$ cat src/rtl/instr_encoder_pkg.sv
// Shared CPU constants: op_class codes, RV32 opcodes, encoder FSM states.
package instr_encoder_pkg;

    // Instruction class codes presented on op_class; 12..15 are illegal
    localparam logic [3:0] OPC_ALU_R  = 4'd0;
    localparam logic [3:0] OPC_ALU_I  = 4'd1;
    localparam logic [3:0] OPC_LOAD   = 4'd2;
    localparam logic [3:0] OPC_STORE  = 4'd3;
    localparam logic [3:0] OPC_BRANCH = 4'd4;
    localparam logic [3:0] OPC_JAL    = 4'd5;
    localparam logic [3:0] OPC_JALR   = 4'd6;
    localparam logic [3:0] OPC_LUI    = 4'd7;
    localparam logic [3:0] OPC_AUIPC  = 4'd8;
    localparam logic [3:0] OPC_CSR    = 4'd9;
    localparam logic [3:0] OPC_ECALL  = 4'd10;
    localparam logic [3:0] OPC_EBREAK = 4'd11;

    // RV32 major opcodes
    localparam logic [6:0] OP_R      = 7'b0110011;
    localparam logic [6:0] OP_I      = 7'b0010011;
    localparam logic [6:0] OP_LOAD   = 7'b0000011;
    localparam logic [6:0] OP_JALR   = 7'b1100111;
    localparam logic [6:0] OP_STORE  = 7'b0100011;
    localparam logic [6:0] OP_BRANCH = 7'b1100011;
    localparam logic [6:0] OP_LUI    = 7'b0110111;
    localparam logic [6:0] OP_AUIPC  = 7'b0010111;
    localparam logic [6:0] OP_JAL    = 7'b1101111;
    localparam logic [6:0] OP_SYSTEM = 7'b1110011;

    localparam logic [31:0] WORD_ECALL  = 32'h0000_0073;
    localparam logic [31:0] WORD_EBREAK = 32'h0010_0073;

    // funct7 values accepted for R-type and shift-immediate forms
    localparam logic [6:0] F7_BASE   = 7'b0000000;
    localparam logic [6:0] F7_ALT    = 7'b0100000;
    localparam logic [6:0] F7_MULDIV = 7'b0000001;

    // Encoder FSM state encoding
    localparam logic [1:0] ST_IDLE   = 2'd0;
    localparam logic [1:0] ST_ENCODE = 2'd1;
    localparam logic [1:0] ST_EMIT   = 2'd2;

    // True when v is representable as a signed value whose sign bit is v[msb],
    // i.e. bits [31:msb] are all copies of the sign.
    function automatic logic fits_signed(input logic [31:0] v, input logic [4:0] msb);
        logic [31:0] hi;
        hi = $unsigned($signed(v) >>> msb);
        return (hi == 32'h0000_0000) || (hi == 32'hFFFF_FFFF);
    endfunction

endpackage

$ cat src/rtl/instr_encoder_pack.sv
// Combinational RV32IM field packer with legality check.
module instr_pack
    import instr_encoder_pkg::*;
(
    input  logic [3:0]  i_op_class,
    input  logic [2:0]  i_funct3,
    input  logic [6:0]  i_funct7,
    input  logic [4:0]  i_rd,
    input  logic [4:0]  i_rs1,
    input  logic [4:0]  i_rs2,
    input  logic [31:0] i_imm,
    output logic [31:0] o_word,
    output logic        o_legal
);

    // Pack fields into the instruction word and judge whether the bundle is encodable
    always_comb begin
        o_word  = 32'h0000_0000;
        o_legal = 1'b0;
        case (i_op_class)
            OPC_ALU_R: begin
                o_word  = {i_funct7, i_rs2, i_rs1, i_funct3, i_rd, OP_R};
                o_legal = (i_funct7 == F7_BASE) || (i_funct7 == F7_ALT) || (i_funct7 == F7_MULDIV);
            end
            OPC_ALU_I: begin
                if ((i_funct3 == 3'b001) || (i_funct3 == 3'b101)) begin
                    // Shifts: upper immediate bits come from funct7, shamt from imm[4:0]
                    o_word  = {i_funct7, i_imm[4:0], i_rs1, i_funct3, i_rd, OP_I};
                    o_legal = (i_imm[31:5] == 27'd0) &&
                              ((i_funct7 == F7_BASE) || ((i_funct7 == F7_ALT) && (i_funct3 == 3'b101)));
                end else begin
                    o_word  = {i_imm[11:0], i_rs1, i_funct3, i_rd, OP_I};
                    o_legal = fits_signed(i_imm, 5'd11);
                end
            end
            OPC_LOAD: begin
                o_word  = {i_imm[11:0], i_rs1, i_funct3, i_rd, OP_LOAD};
                o_legal = fits_signed(i_imm, 5'd11) && (i_funct3 != 3'b011) &&
                          (i_funct3 != 3'b110) && (i_funct3 != 3'b111);
            end
            OPC_JALR: begin
                o_word  = {i_imm[11:0], i_rs1, i_funct3, i_rd, OP_JALR};
                o_legal = fits_signed(i_imm, 5'd11);
            end
            OPC_STORE: begin
                o_word  = {i_imm[11:5], i_rs2, i_rs1, i_funct3, i_imm[4:0], OP_STORE};
                o_legal = fits_signed(i_imm, 5'd11) && (i_funct3 < 3'b011);
            end
            OPC_BRANCH: begin
                o_word  = {i_imm[12], i_imm[10:5], i_rs2, i_rs1, i_funct3, i_imm[4:1], i_imm[11], OP_BRANCH};
                o_legal = fits_signed(i_imm, 5'd12) && !i_imm[0] &&
                          (i_funct3 != 3'b010) && (i_funct3 != 3'b011);
            end
            OPC_JAL: begin
                o_word  = {i_imm[20], i_imm[10:1], i_imm[11], i_imm[19:12], i_rd, OP_JAL};
                o_legal = fits_signed(i_imm, 5'd20) && !i_imm[0];
            end
            OPC_LUI: begin
                o_word  = {i_imm[31:12], i_rd, OP_LUI};
                o_legal = (i_imm[11:0] == 12'h000);
            end
            OPC_AUIPC: begin
                o_word  = {i_imm[31:12], i_rd, OP_AUIPC};
                o_legal = (i_imm[11:0] == 12'h000);
            end
            OPC_CSR: begin
                // rs1 field carries either the source register or the zimm value
                o_word  = {i_imm[11:0], i_rs1, i_funct3, i_rd, OP_SYSTEM};
                o_legal = (i_funct3 != 3'b000) && (i_funct3 != 3'b100);
            end
            OPC_ECALL: begin
                o_word  = WORD_ECALL;
                o_legal = 1'b1;
            end
            OPC_EBREAK: begin
                o_word  = WORD_EBREAK;
                o_legal = 1'b1;
            end
            default: begin
                o_word  = 32'h0000_0000;
                o_legal = 1'b0;
            end
        endcase
    end

endmodule

$ cat src/rtl/instr_encoder.sv
// Instruction encoder: accepts field bundles, emits RV32IM words with addresses.
module instr_encoder
    import instr_encoder_pkg::*;
(
    input  logic        clk,
    input  logic        rst_n,
    input  logic        i_start,
    input  logic [31:0] i_base_addr,
    input  logic        i_in_valid,
    output logic        o_in_ready,
    input  logic [3:0]  i_op_class,
    input  logic [2:0]  i_funct3,
    input  logic [6:0]  i_funct7,
    input  logic [4:0]  i_rd,
    input  logic [4:0]  i_rs1,
    input  logic [4:0]  i_rs2,
    input  logic [31:0] i_imm,
    output logic        o_out_valid,
    input  logic        i_out_ready,
    output logic [31:0] o_out_addr,
    output logic [31:0] o_out_word,
    output logic        o_enc_err,
    output logic [7:0]  o_err_count
);

    logic [1:0]  r_state;
    logic        r_armed;
    logic [3:0]  r_op_class;
    logic [2:0]  r_funct3;
    logic [6:0]  r_funct7;
    logic [4:0]  r_rd;
    logic [4:0]  r_rs1;
    logic [4:0]  r_rs2;
    logic [31:0] r_imm;
    logic        r_out_valid;
    logic [31:0] r_out_word;
    logic [31:0] r_addr;
    logic [7:0]  r_err_count;

    logic [31:0] w_word;
    logic        w_legal;
    logic        w_accept;
    logic        w_reject;

    instr_pack u_pack (
        .i_op_class (r_op_class),
        .i_funct3   (r_funct3),
        .i_funct7   (r_funct7),
        .i_rd       (r_rd),
        .i_rs1      (r_rs1),
        .i_rs2      (r_rs2),
        .i_imm      (r_imm),
        .o_word     (w_word),
        .o_legal    (w_legal)
    );

    // r_armed holds in_ready low until the first clock edge after reset
    assign o_in_ready  = r_armed && (r_state == ST_IDLE) && !i_start;
    assign w_accept    = i_in_valid && o_in_ready;
    // A start in ENCODE aborts the bundle, so it neither flags nor counts
    assign w_reject    = (r_state == ST_ENCODE) && !w_legal && !i_start;
    assign o_enc_err   = w_reject;
    assign o_out_valid = r_out_valid;
    assign o_out_word  = r_out_word;
    assign o_out_addr  = r_addr;
    assign o_err_count = r_err_count;

    // Arm the input handshake one edge after reset release
    always_ff @(posedge clk or negedge rst_n) begin
        if (!rst_n) begin
            r_armed <= 1'b0;
        end else begin
            r_armed <= 1'b1;
        end
    end

    // Capture the whole field bundle on an accepted handshake
    always_ff @(posedge clk or negedge rst_n) begin
        if (!rst_n) begin
            r_op_class <= 4'd0;
            r_funct3   <= 3'd0;
            r_funct7   <= 7'd0;
            r_rd       <= 5'd0;
            r_rs1      <= 5'd0;
            r_rs2      <= 5'd0;
            r_imm      <= 32'd0;
        end else if (w_accept) begin
            r_op_class <= i_op_class;
            r_funct3   <= i_funct3;
            r_funct7   <= i_funct7;
            r_rd       <= i_rd;
            r_rs1      <= i_rs1;
            r_rs2      <= i_rs2;
            r_imm      <= i_imm;
        end
    end

    // Main FSM with output word and address counter; start overrides any state
    always_ff @(posedge clk or negedge rst_n) begin
        if (!rst_n) begin
            r_state     <= ST_IDLE;
            r_out_valid <= 1'b0;
            r_out_word  <= 32'd0;
            r_addr      <= 32'd0;
        end else if (i_start) begin
            r_state     <= ST_IDLE;
            r_out_valid <= 1'b0;
            r_addr      <= i_base_addr & 32'hFFFF_FFFC;
        end else begin
            case (r_state)
                ST_IDLE: begin
                    if (w_accept) begin
                        r_state <= ST_ENCODE;
                    end
                end
                ST_ENCODE: begin
                    if (w_legal) begin
                        r_state     <= ST_EMIT;
                        r_out_valid <= 1'b1;
                        r_out_word  <= w_word;
                    end else begin
                        r_state <= ST_IDLE;
                    end
                end
                ST_EMIT: begin
                    // Word and address hold until the consumer takes them
                    if (i_out_ready) begin
                        r_state     <= ST_IDLE;
                        r_out_valid <= 1'b0;
                        r_addr      <= r_addr + 32'd4;
                    end
                end
                default: begin
                    r_state     <= ST_IDLE;
                    r_out_valid <= 1'b0;
                end
            endcase
        end
    end

    // Saturating count of rejected bundles
    always_ff @(posedge clk or negedge rst_n) begin
        if (!rst_n) begin
            r_err_count <= 8'd0;
        end else if (w_reject && (r_err_count != 8'hFF)) begin
            r_err_count <= r_err_count + 8'd1;
        end
    end

endmodule

$ cat config.mk
export PLATFORM = sky130hd
export DESIGN_NAME = instr_encoder
export DESIGN_NICKNAME = d
export VERILOG_FILES = /design/src/rtl/instr_encoder_pkg.sv /design/src/rtl/instr_encoder_pack.sv /design/src/rtl/instr_encoder.sv
export SDC_FILE = /design/constraint.sdc
export NUM_CORES = 1
export LEC_CHECK = 0
export BUFFER_PORTS_ARGS = -buffer_cell sky130_fd_sc_hd__buf_4
export CORE_MARGIN = 3
export CORE_UTILIZATION = 60
export CTS_BUF_LIST = sky130_fd_sc_hd__clkbuf_2
export DETAILED_ROUTE_END_ITERATION = 16
export PLACE_DENSITY = 0.95
export SETUP_SLACK_MARGIN = 0.15
export SLEW_MARGIN = 20
export SYNTH_ARGS = -nofsm -noshare
export SYNTH_HDL_FRONTEND = slang
export SYNTH_SLANG_ARGS = --single-unit
$ cat constraint.sdc
create_clock -name clk -period 6.7 [get_ports clk]
set_clock_uncertainty 0.05 [all_clocks]
set_input_delay 0.67 -clock clk [delete_from_list [all_inputs] [get_ports clk]]
set_output_delay 0.67 -clock clk [all_outputs]
set_load 0.03 [all_outputs]
Yosys cells after proc, flatten, opt, wreduce, memory -nomap -nowiden
Cells that the tools add are included.
Operators by class
  add/subtract/negate cells: 2
  magnitude comparators: 1
  eq/ne operators: 30
  muxes and demuxes: 16
  bitwise operators: 1
  reduce and logical (&&, ||, !) cells: 44
Operator list (number)
  32-bit one-hot mux with 12 select lines: 1
  32-bit two-way mux: 4
  32-bit == test (second input constant): 3
  32-bit zero test: 3
  32-bit by 3-bit adder with 32-bit output (second input constant): 1
  27-bit zero test: 1
  3-bit != test (second input constant): 6
  1-bit logical AND: 17
  4-bit by 3-bit == test with 1-bit output (second input constant): 4
  4-bit == test (second input constant): 4
  12-bit zero test: 1
  1-bit one-hot mux with 10 select lines: 1
  8-bit by 1-bit adder with 8-bit output (second input constant): 1
  4-bit by 2-bit == test with 1-bit output (second input constant): 2
  2-bit two-way mux: 4
  8-bit != test (second input constant): 1
  7-bit by 1-bit == test with 1-bit output (second input constant): 1
  7-bit by 6-bit == test with 1-bit output (second input constant): 1
  7-bit zero test: 1
  1-bit logical OR: 7
  3-bit by 2-bit != test with 1-bit output (second input constant): 2
  2-bit one-hot mux with 3 select lines: 1
  3-bit AND reduction: 2
  4-bit by 1-bit == test with 1-bit output (second input constant): 1
  other kinds (16): 24
Word-level totals
  register bits: 137
  bits of input ports: 98

Longest topological paths before layout
  depth in word-level cells: 10
  depth in mapped cells: 9
  gate-level depth less buffers: 6

Hierarchy
Synthesis repeated with hierarchy kept, for this count alone.
Second synthesis, totals
  cells, all modules: 645
  area total of the unflattened synthesis: 7011.7 um2
By module, submodules not included
  instr_encoder: times used 1, cells an instance 453, area an instance 5771.8 um2
  instr_pack: times used 1, cells an instance 192, area an instance 1239.9 um2

Worst setup path before layout
No wires, ideal clock.
  path type: input-to-reg
  start: in i_start
  end: reg r_op_class[2]
  arrival: 3.070 ns
  required time: 6.584 ns
  path slack: 3.514 ns
  stages on the path: 8
  path buffers: 3
  cell sequence: clkbuf_1 > nor4b_1 > nand2_1 > inv_1 > clkbuf_1 > clkbuf_1 > nand2_1 > nand2_1
On the way
  cells in the longest elaborated chain, start to end: 3
RTL lines
  start, declared: RTL line instr_encoder.sv:7  | input logic i_start,
  1-bit zero test: RTL line instr_encoder.sv:58  | assign o_in_ready = r_armed && (r_state == ST_IDLE) && !i_start;
  1-bit logical AND: RTL line instr_encoder.sv:58
  named net o_in_ready: RTL line instr_encoder.sv:10  | output logic o_in_ready,
  1-bit logical AND: RTL line instr_encoder.sv:59  | assign w_accept = i_in_valid && o_in_ready;
  end signal, assigned: RTL line instr_encoder.sv:88  | r_op_class <= i_op_class;
  end, declared: RTL line instr_encoder.sv:28  | logic [3:0] r_op_class;
The timed path passes the listed nets, and every way through them passes these cells.
A chain may end at the register's enable or synchronous reset.

Final worst setup path
  start: reg r_op_class[0]
  end: out o_enc_err
On the way
  cells in the longest elaborated chain, start to end: 6
  elaborated cells on any way between the ends: 18
RTL lines
  4-bit == test or 4-bit by 3-bit == test with 1-bit output (tied branches): RTL line instr_encoder_pack.sv:20  | case (i_op_class)
  2-bit OR reduction (no line)
  1-bit one-hot mux with 10 select lines *: RTL line instr_encoder_pack.sv:20
  1-bit zero test *: RTL line instr_encoder.sv:61  | assign w_reject = (r_state == ST_ENCODE) && !w_legal && !i_start;
  1-bit logical AND * (2 in a row): RTL line instr_encoder.sv:61
  end, declared: RTL line instr_encoder.sv:22  | output logic o_enc_err,
Mark *: on every way between the ends. The rest lies on a longest branch, timed or not.

==> impl_metrics.env <==
export IMPL_yosysTopAreaCellShare_pct=48.49
export IMPL_rsz0062_at_grt="no"
export IMPL_max_slew_worst_pin_slew_ns=1.116
export IMPL_yosysTopAreaCell="dfrtp_1"
export IMPL_routed_via_density=5.942
export IMPL_slowest_stage="dfrtp_1"
export IMPL_cpLargestDelayFamily="simple AND/OR/NAND/NOR gates"
export IMPL_hold_path_cell_count=3
export IMPL_peakVddDrop_uv=220.2
export IMPL_p_seq_share_pct=43.8
export IMPL_worst_hold_slack_ns=0.08708
export IMPL_firstDrtPassIters=10
export IMPL_reg2reg_slack_ns=2.97
export IMPL_drv_cap=0
export IMPL_io_pins=173
export IMPL_grt_usage_pct=29.28
export IMPL_die_x_um=113.4
export IMPL_root_buffer="clkbuf_2"
export IMPL_cpPeakStageDelay_ns=1.01
export IMPL_switching_share_pct=40.09
export IMPL_start_util_pct=62.69
export IMPL_final_hold_viol_count=0
export IMPL_cts_sinks=134
export IMPL_r2r_end="o_out_word[3]"
export IMPL_fin_ws_ns=2.207
export IMPL_hp_class="input port to flop"
export IMPL_synth_common_cells="244 x nand2_1, 134 x dfrtp_1, 39 x o21ai_0, 35 x inv_1, 30 x clkbuf_1"
export IMPL_min_from="i_rs1[3]"
export IMPL_wl_per_cell_um=17.06
export IMPL_num_rows=38
export IMPL_async_reset_ff_share_pct=100.0
export IMPL_criticalPathCategory="flop to output port"
export IMPL_crit_chain="or2_1 -> o22ai_2 -> nand4b_1 -> o211ai_1 -> nor4b_1 -> buf_4"
export IMPL_n_antenna_cell=0
export IMPL_p_clk_share_pct=21.1
export IMPL_cts_buffers=17
export IMPL_dieArea_um2=12850
export IMPL_synth_distinct_cells=64
export IMPL_grt_max_degree=69
export IMPL_grt_ovfl_total=0
export IMPL_finalPower_w=0.002669
export IMPL_pre_cts_ws_ns=2.873
export IMPL_fin_tns_setup_ns=0
export IMPL_place_inst=1041
export IMPL_fin_cells=1074
export IMPL_drcViolationCount=0
export IMPL_cts_max_path_buffers=2
export IMPL_drive_gt1_share_pct=23.45
export IMPL_setup_viol=0
export IMPL_die_height_um=113.4
export IMPL_post_route_period_util_pct=67.06
export IMPL_outcome="finished, final reports clean"
export IMPL_grt_pass1_wl_um=30010
export IMPL_final_max_slew_viol_count=0
export IMPL_path_buf_inv=1
export IMPL_post_cts_resized=0
export IMPL_power_leakage_nw=4.312
export IMPL_antenna_found_initial=0
export IMPL_internal_power_w=0.001599
export IMPL_drt_iter0_drc=980
export IMPL_portBuffers=168
export IMPL_gp_congestion=0.9071
export IMPL_synth_ff_type="dfrtp_1"
export IMPL_power_density_nw_per_um2=314.5
export IMPL_start_kind="flop"
export IMPL_htree_levels=4
export IMPL_synthCells=775
export IMPL_grt_pass1_vias=6065
export IMPL_pwr_share_comb_pct=35.1
export IMPL_synth_warnings=0
export IMPL_min_to="r_rs1[3]"
export IMPL_fill_cells=779
export IMPL_core_area_um2=11030
export IMPL_nets=1021
export IMPL_max_freq_mhz=222.6
export IMPL_post_cts_buffers=0
export IMPL_dp_hpwl_um=12850
export IMPL_required_ns=5.98
export IMPL_clk_pin_slew_worst_paths_ns=0.22
export IMPL_rr_worst_depth=7
export IMPL_clock_latency_ns=0.71
export IMPL_synthesis_area_um2=6915
export IMPL_vias=6382
export IMPL_synth_most_common_cell="nand2_1"
export IMPL_arrival_ns=3.77
export IMPL_min_period_ns=4.493
export IMPL_drt_total_wl_um=18320
export IMPL_synthTopCellsByArea="dfrtp_1 48%, nand2_1 13%, mux2i_1 3.5%"
export IMPL_syn_to_final_growth_pct=22.71
export IMPL_yosysSeqAreaShare_pct=48.49
export IMPL_power_switching_w=0.001070
export IMPL_postRouteAntennaNets=0
export IMPL_tritoncts="done"
export IMPL_rr_startpoint="r_op_class[0]"
export IMPL_avgSynthCellArea_um2=8.923
export IMPL_synth_edff_count=0
export IMPL_cp_max_fo=28
export IMPL_end_kind="output port"
export IMPL_max_slew_margin_pct=25.29
export IMPL_ys_seq_elements=134
-- cell families after synthesis --
| logic type | Yosys count | synth area share, % |
|---|---|---|
| adders and majority gates | 2 | 0.3618 |
| xor gates and xnor gates | 37 | 4.686 |
| and+or+nand+nor | 363 | 23.14 |
| muxes | 34 | 5.536 |
| buffers and inverters | 81 | 4.903 |
| AOI/OAI and AO/OA | 122 | 12.77 |
| DFF | 134 | 48.49 |
| other | 2 | 0.1086 |
-- through the flow --
step / cell area [µm²] / util (%)
2_1_floorplan: 6919 / -
3_3_place_gp: 8182 / 74.17
3_5_place_dp: 8182 / 74.17
4_1_cts: 8479 / 76.87
5_1_grt: 8486 / 76.93
6_report: 8486 / 76.93
-- worst max path at each step --
stage | from | to | cells after the start
after detailed placement | i_start | r_funct7[5] | 6
after global placement | i_start | r_funct7[5] | 6
after CTS | r_op_class[0] | o_enc_err | 6
after global routing | r_op_class[0] | o_enc_err | 6
after floorplan | i_start | r_op_class[2] | 8
final | r_op_class[0] | o_enc_err | 6
-- final cells by class --
type	instances	area, µm²	share of cell area (%)
Inverter	35	132.6	1.563
Clock inverter	15	202.7	2.389
Clock buffer	17	85.08	1.003
Timing Repair Buffer	172	1294	15.25
Sequential cell	134	3353	39.52
Tap cell	140	175.2	2.064
Multi-Input combinational cell	561	3243	38.22
-- placed cells by master (no fill, tap or decap), drive strengths merged, types with 4 or more instances in the layout --
cell type and count:
a21oi 13, a221oi 7, a222oi 14, a22o 6, a22oi 8, a2bb2oi 4
a311oi 5, and3 8, and4 4, buf 171, bufinv 4, clkbuf 17
clkinv 6, dfrtp 134, inv 37, mux2 10, mux2i 24, nand2 245
nand2b 6, nand3 17, nand4 15, nor2 29, nor3 7, nor4 15
o21ai 44, xnor2 16, xor2 21
-- worst reg2reg max path, stage by stage, from the launching register on --
cell and delay [ns]:
dfrtp_1 1.01, or2_1 0.49, o22ai_2 0.23, nand4b_1 0.15, o211ai_1 0.43, o31ai_4 0.39
buf_4 0.50, mux2_1 0.37
-- what timing repair did --
| item | CTS | global route |
|---|---|---|
| hold endpoints to repair | 27 | 0 |
| setup endpoints to repair | 0 | 0 |
| hold buffers | 1 | 0 |
-- metal layers --
layer / part of all wire, % / vias to the layer above / GRT usage, %
met5: 0 / - / 0
met4: 3.2 / 0 / 11.70
met3: 9.3 / 68 / 5.989
met2: 48 / 397 / 47.24
met1: 39 / 2968 / 39.03
li1: - / 2949 / -
-- power groups by stage --
stage | clock (W) | sequential (W) | combinational, W
after floorplan | 0 | 0.00133 | 0.000400
after global placement | 0 | 0.00117 | 0.000899
after detailed placement | 0 | 0.00118 | 0.000928
after CTS | 0.000569 | 0.00116 | 0.000935
after global routing | 0.000605 | 0.00119 | 0.00101
final | 0.000564 | 0.00117 | 0.000936
-- state kept, by name, indices dropped and copies added, names as in the netlist --
| signal | count |
|---|---|
| o_err_count | 8 |
| r_imm | 32 |
| r_funct3 | 3 |
| r_rs1 | 5 |
| o_out_addr | 30 |
| r_rd | 5 |
| o_out_word | 31 |
| r_rs2 | 5 |
| r_op_class | 4 |
| r_state | 2 |
| o_out_valid | 1 |
| r_funct7 | 7 |
| r_armed | 1 |
No activity file was read; power rests on OpenSTA's default activity.
